File: src/rtl/bsg_barrier_pkg.sv
// Shared constants for the barrier network: direction indices and
// the root encoding of the destination select.
package bsg_barrier_pkg;

    localparam int DIR_P  = 0;
    localparam int DIR_W  = 1;
    localparam int DIR_E  = 2;
    localparam int DIR_N  = 3;
    localparam int DIR_S  = 4;
    localparam int DIR_RW = 5;
    localparam int DIR_RE = 6;

    // A destination equal to the direction count marks the root.
    function automatic int root_dir(int dirs);
        return dirs;
    endfunction

endpackage

File: src/rtl/bsg_barrier_node_if.sv
// Barrier node bus: per-direction data in/out plus the quasi-static
// source mask and destination select. master = tile side, slave = node.
interface bsg_barrier_node_if #(
    parameter int dirs_p = 7
);
    localparam int lg_dirs_lp = $clog2(dirs_p + 1);

    logic [dirs_p-1:0]     data_i;
    logic [dirs_p-1:0]     data_o;
    logic [dirs_p-1:0]     src_r_i;
    logic [lg_dirs_lp-1:0] dest_r_i;

    modport master (
        output data_i,
        output src_r_i,
        output dest_r_i,
        input  data_o
    );

    modport slave (
        input  data_i,
        input  src_r_i,
        input  dest_r_i,
        output data_o
    );
endinterface

File: src/rtl/barrier_dff_ar.sv
// Width-parameterised flop with asynchronous active-low clear.
// Ports: clk_i, reset_ni, d_i[width_p], q_o[width_p].
module barrier_dff_ar #(
    parameter int width_p = 1
) (
    input  logic               clk_i,
    input  logic               reset_ni,
    input  logic [width_p-1:0] d_i,
    output logic [width_p-1:0] q_o
);

    always_ff @(posedge clk_i or negedge reset_ni) begin
        if (!reset_ni) q_o <= '0;
        else           q_o <= d_i;
    end

endmodule

File: src/rtl/bsg_barrier_node.sv
// Sense-reversing single-bit barrier node: gathers child arrivals,
// forwards to parent, broadcasts the release sense back down.
// Ports: clk_i, reset_ni (async active-low), bar_if (slave: data_i,
// data_o, src_r_i, dest_r_i). Optional BSG_BARRIER_NODE_ASSERT_EN
// enables simulation-only legality checks.
module bsg_barrier_node
    import bsg_barrier_pkg::*;
#(
    parameter int dirs_p = 7
) (
    input  logic                clk_i,
    input  logic                reset_ni,
    bsg_barrier_node_if.slave   bar_if
);

    localparam int lg_dirs_lp = $clog2(dirs_p + 1);
    localparam logic [lg_dirs_lp-1:0] root_lp =
        lg_dirs_lp'(root_dir(dirs_p));

    logic [dirs_p-1:0] data_d, data_q;
    logic              sense_d, sense_q;
    logic              gather_and, gather_or, gather_out;
    logic              is_root;
    logic              bcast_in;
    logic [dirs_p-1:0] data_o_n;

    barrier_dff_ar #(.width_p(dirs_p)) data_reg (
        .clk_i    (clk_i),
        .reset_ni (reset_ni),
        .d_i      (data_d),
        .q_o      (data_q)
    );

    barrier_dff_ar #(.width_p(1)) sense_reg (
        .clk_i    (clk_i),
        .reset_ni (reset_ni),
        .d_i      (sense_d),
        .q_o      (sense_q)
    );

    // Phase 0 waits for every source to rise; phase 1 holds the
    // gather until every source has dropped again.
    always_comb begin
        gather_and = &(~bar_if.src_r_i | data_q);
        gather_or  = |( bar_if.src_r_i & data_q);
        gather_out = sense_q ? gather_or : gather_and;
    end

    // Out-of-range destinations fall back to root behaviour.
    assign is_root = (bar_if.dest_r_i >= root_lp);

    always_comb begin
        bcast_in = gather_out;
        data_o_n = {dirs_p{sense_q}};
        if (!is_root) begin
            for (int i = 0; i < dirs_p; i++) begin
                if (bar_if.dest_r_i == lg_dirs_lp'(i)) begin
                    bcast_in    = data_q[i];
                    data_o_n[i] = gather_out;
                end
            end
        end
    end

    assign data_d        = bar_if.data_i;
    assign sense_d       = bcast_in;
    assign bar_if.data_o = data_o_n;

`ifdef BSG_BARRIER_NODE_ASSERT_EN
    logic [dirs_p-1:0]     src_prev_q;
    logic [lg_dirs_lp-1:0] dest_prev_q;
    logic                  idle;

    assign idle = ((&bar_if.data_i) | ~(|bar_if.data_i))
                & ((&data_q) | ~(|data_q))
                & (bar_if.data_i[0] == data_q[0])
                & (data_q[0] == sense_q);

    always_ff @(posedge clk_i or negedge reset_ni) begin
        if (!reset_ni) begin
            src_prev_q  <= '0;
            dest_prev_q <= '0;
        end else begin
            src_prev_q  <= bar_if.src_r_i;
            dest_prev_q <= bar_if.dest_r_i;
            if (bar_if.dest_r_i > root_lp)
                $error("barrier: dest_r_i out of range");
            if (!is_root && |(bar_if.src_r_i & ~data_o_n & data_o_n))
                $error("barrier: unreachable");
            if (!is_root) begin
                for (int i = 0; i < dirs_p; i++) begin
                    if (bar_if.dest_r_i == lg_dirs_lp'(i)
                        && bar_if.src_r_i[i])
                        $error("barrier: src_r_i set at dest_r_i");
                end
            end
            if (!idle && (bar_if.src_r_i != src_prev_q
                          || bar_if.dest_r_i != dest_prev_q))
                $error("barrier: config changed while busy");
        end
    end
`endif

endmodule

File: src/flat_wrapper.sv
// flat-port wrapper written by rule: the top's interface ports become plain ports
module bsg_barrier_node_flat import bsg_barrier_pkg::*;
#(
    parameter int dirs_p = 7
)
  (clk_i, reset_ni, bar_if_data_i, bar_if_src_r_i, bar_if_dest_r_i, bar_if_data_o);
  bsg_barrier_node_if #(.dirs_p(dirs_p)) bar_if_i ();
  input  logic clk_i;
  input  logic reset_ni;
  input wire logic [$bits(bar_if_i.data_i)-1:0] bar_if_data_i;
  input wire logic [$bits(bar_if_i.src_r_i)-1:0] bar_if_src_r_i;
  input wire logic [$bits(bar_if_i.dest_r_i)-1:0] bar_if_dest_r_i;
  output wire logic [$bits(bar_if_i.data_o)-1:0] bar_if_data_o;
  assign bar_if_i.data_i = bar_if_data_i;
  assign bar_if_i.src_r_i = bar_if_src_r_i;
  assign bar_if_i.dest_r_i = bar_if_dest_r_i;
  assign bar_if_data_o = bar_if_i.data_o;
  bsg_barrier_node #(.dirs_p(dirs_p)) u_core (.clk_i(clk_i), .reset_ni(reset_ni), .bar_if(bar_if_i));
endmodule
File: config.mk
export PLATFORM = sky130hd
export DESIGN_NAME = bsg_barrier_node_flat
export DESIGN_NICKNAME = d
export VERILOG_FILES = /design/src/rtl/bsg_barrier_pkg.sv /design/src/rtl/bsg_barrier_node_if.sv /design/src/rtl/barrier_dff_ar.sv /design/src/rtl/bsg_barrier_node.sv /design/src/flat_wrapper.sv
export SDC_FILE = /design/constraint.sdc
export NUM_CORES = 1
export LEC_CHECK = 0
export ABC_AREA = 1
export CAP_MARGIN = 20
export CELL_PAD_IN_SITES_DETAIL_PLACEMENT = 0
export CELL_PAD_IN_SITES_GLOBAL_PLACEMENT = 1
export CORE_UTILIZATION = 38
export DETAILED_ROUTE_END_ITERATION = 12
export DONT_BUFFER_PORTS = 1
export PLACE_DENSITY_LB_ADDON = 0.25
export SLEW_MARGIN = 10
export SYNTH_ARGS = -nofsm -noshare
export SYNTH_HDL_FRONTEND = slang
export SYNTH_SLANG_ARGS = --single-unit
File: constraint.sdc
create_clock -name clk_i -period 1.7 [get_ports clk_i]
set_clock_uncertainty 0.1 [all_clocks]
set_input_delay 0.34 -clock clk_i [delete_from_list [all_inputs] [get_ports clk_i]]
set_output_delay 0.34 -clock clk_i [all_outputs]
set_load 0.01 [all_outputs]
==> impl_metrics.py <==
metrics = {
    "outcome": {
        "outcome": "complete, no violations",
    },
    "clocking": {
        "clk_path_buf_depth": 2,
        "cts_root_buf": "clkbuf_4",
        "numCtsBuffers": 3,
        "cts_tree": "yes",
        "htreeDepth": 1,
        "clock_latency_ps": 240,
        "path_clk_slew_ps": 50,
        "clock_sinks": 8,
    },
    "critical_path": {
        "crit_family": "simple AND/OR/NAND/NOR gates",
        "cp-start-kind": "register",
        "critPathCaptureType": "output port",
        "crit_arrival_ps": 1220,
        "crit_type": "register to output port",
        "required_ps": 1260,
        "cpMaxStageDelayCell": "dfrtp_1",
        "critPathMostFrequentCell": "nand2_1",
        "crit_chain": "nand2_1, nand2_1, nor2_1, nand2_1, nand2_2, nand2_4, nand2_1, o21ai_2",
        "crit_buf_inv": 0,
        "cp_slowest_stage_delay_ps": 380,
        "crit_fanout": 8,
    },
    "pwr": {
        "pwr-share-seq_pct": 41.8,
        "power_density_nw_per_um2": 781,
        "leakage_nw": 0.336,
        "p_clk_share_pct": 26.1,
        "combPwrFrac_pct": 32.1,
        "internal_power_mw": 0.344,
        "p_sw_mw": 0.167,
        "ir_drop_uv": 403,
        "p_total_mw": 0.511,
        "switching_share_pct": 32.7,
    },
    "placed_design": {
        "pre_cts_ws_ps": 227,
        "io_buffers": 0,
        "gp_congestion": 0.765,
        "hpwl_um": 893,
        "placedCellCount": 100,
    },
    "routing": {
        "first_pass_iters": 3,
        "met1Wirelength_um": 450,
        "vias": 508,
        "wl_met2_um": 523,
        "wl_um": 1070,
        "highest_layer": "met3",
        "route.met3.wl_um": 96,
        "drc_errors": 0,
        "viasPerCell": 4.79,
        "ant_nets": 0,
        "drtIter0Drc": 7,
        "routedWlPerCell_um": 10.1,
    },
    "global_routing": {
        "antenna_found_initial": 0,
        "grt_max_degree": 9,
        "grt_pass1_wl_um": 1610,
        "grt_usage_pct": 15.6,
        "grt_pass1_vias": 447,
        "grt_overflow_total": 0,
    },
    "yosys": {
        "syn_avg_cell_area_um2": 6.60,
        "synth_top_area_cell": "dfrtp_1",
        "ys_top_cells_by_area": "dfrtp_1 (36%), nand2_1 (22%), nor3_2 (7.2%)",
        "ys_seq_area_share_pct": 36.1,
        "ys_seq_elements": 8,
        "synthCells": 84,
        "synth_fp_nets": 103,
        "yosys.area.top_type_share_pct": 36.1,
        "ys_types": 14,
        "synth_warnings": 0,
        "synth_area_um2": 554,
    },
    "timing": {
        "fin_crit_ps": 1660,
        "slew_viol_final": 0,
        "finalSetupViolCount": 0,
        "max_slew_margin_pct": 67.3,
        "worst_slack_ps": 36.8,
        "fmax_mhz": 601,
        "hold_viol_final": 0,
        "rsz0062_at_grt": "true",
        "tightest_slew_ps": 486,
        "period_share_pct": 97.8,
    },
    "floorplan": {
        "io_pins": 26,
        "core_area_um2": 1330,
        "die_area_um2": 1620,
        "start_util_pct": 41.6,
        "die_h_um": 40.2,
        "die_w_um": 40.2,
        "rows": 13,
    },
    "finish": {
        "finalCoreUtilization_pct": 49.1,
        "multiInputGateArea_um2": 328,
        "layout.area.seq_um2": 200,
        "fillers": 145,
        "final_cells": 106,
        "antennaDiodeCount": 0,
        "synthToLayoutAreaGrowth_pct": 18.1,
        "fin_nets": 112,
        "drive_above_1_share_pct": 28.6,
    },
    "hold_path": {
        "min_path_type": "input pin to register",
    },
    "run": {
        "drv_cap": 0,
    },
}
-- logic make-up after synthesis --
family                 Yosys count  synth area share, %
AO/OA/AOI/OAI                   15                 13.5
buffers and inverters           14                 9.48
flip-flops                       8                 36.1
AND/OR/NAND/NOR                 47                 40.9
-- sequential cells by signal, indices dropped and copies added, names as in the netlist --
signal / cells
u_core.data_reg.q_o: 7
u_core.sense_reg.q_o: 1
-- per-stage QoR --
| stage | cell area [µm²] | hold slack, ps | setup TNS (ps) |
|---|---|---|---|
| global placement | 581 | -55.4 | 0 |
| global route | 654 | 5.82 | -737 |
| detailed placement | 581 | -55.4 | 0 |
| floorplan | 554 | -55.6 | 0 |
| CTS | 639 | 9.96 | 0 |
| finish | 654 | 22.7 | 0 |
-- power by group through the flow --
stage | logic [mW] | registers (mW) | clock network [mW]
after floorplan | 0.114 | 0.215 | 0
after global placement | 0.132 | 0.217 | 0
after detailed placement | 0.134 | 0.217 | 0
after CTS | 0.163 | 0.214 | 0.143
after global routing | 0.187 | 0.215 | 0.153
final | 0.164 | 0.213 | 0.133
-- cell type report --
type / count / share of cell area, %
multi-input cells: 62 / 50.1
flip-flops and latches: 8 / 30.6
inverters: 14 / 8.03
repair buffers: 4 / 4.97
clock buffers: 3 / 3.44
well taps: 15 / 2.87
-- layer usage --
metal	global-route usage, %	up-vias
met5	0	-
met4	10.0	0
met3	4.44	0
met2	25.8	20
met1	17.3	207
li1	-	281
-- final timing paths --
path	startpoint	endpoint	slack, ps	cells after the start
worst max-delay path	u_core.data_reg.q_o[5]	bar_if_data_o[3]	40	8
worst min-delay path	bar_if_data_i[5]	u_core.data_reg.q_o[5]	20	0
worst max register to register	u_core.data_reg.q_o[5]	u_core.sense_reg.q_o	270	14
worst min register to register	u_core.data_reg.q_o[6]	u_core.sense_reg.q_o	400	2
max in group asynchronous	reset_ni	u_core.data_reg.q_o[1]	920	1
min in group asynchronous	reset_ni	u_core.data_reg.q_o[6]	330	1
-- worst register-to-register path: stages, from the launching register on --
cell and delay, ps:
dfrtp_1 380, nand2_1 70, nand2_1 50, nor2_1 100
nand2_1 70, nand2_2 70, nand2_4 90, nand2_2 60
nand2_1 40, nand2_1 50, nand2_1 50, nand2_1 50
nand2_1 50, nand2_1 50, nand2_1 50
-- cells in the mapped netlist --
| cell type | number |
|---|---|
| nand2_2 | 2 |
| nand2_4 | 1 |
| nor3_2 | 4 |
| nor3_1 | 3 |
| inv_2 | 4 |
| dfrtp_1 | 8 |
| a21oi_1 | 7 |
| o21ai_0 | 7 |
| o21ai_1 | 1 |
| nor2_1 | 2 |
| nand3_2 | 1 |
| inv_1 | 10 |
| nand2_1 | 33 |
| nor2_2 | 1 |
-- what timing repair did --
item                                    CTS  global route
buffers inserted                          0             2
hold buffers                              1             0
endpoints found under the setup margin    7             7
hold endpoints to repair                  8             0
resized for setup                        14             0
-- cells in the final DEF (no fill, tap or decap) --
| cell | instances |
|---|---|
| buf_4 | 3 |
| nand3_2 | 1 |
| nor2_1 | 2 |
| o21ai_2 | 7 |
| dlygate4sd3_1 | 1 |
| nor3_1 | 3 |
| nand2_1 | 33 |
| o21ai_1 | 1 |
| inv_1 | 10 |
| a21oi_1 | 7 |
| dfrtp_1 | 8 |
| inv_2 | 4 |
| nor3_2 | 4 |
| nor2_2 | 1 |
| nand2_4 | 1 |
| clkbuf_4 | 3 |
| nand2_2 | 2 |
Power figures use the tool's default switching activity.
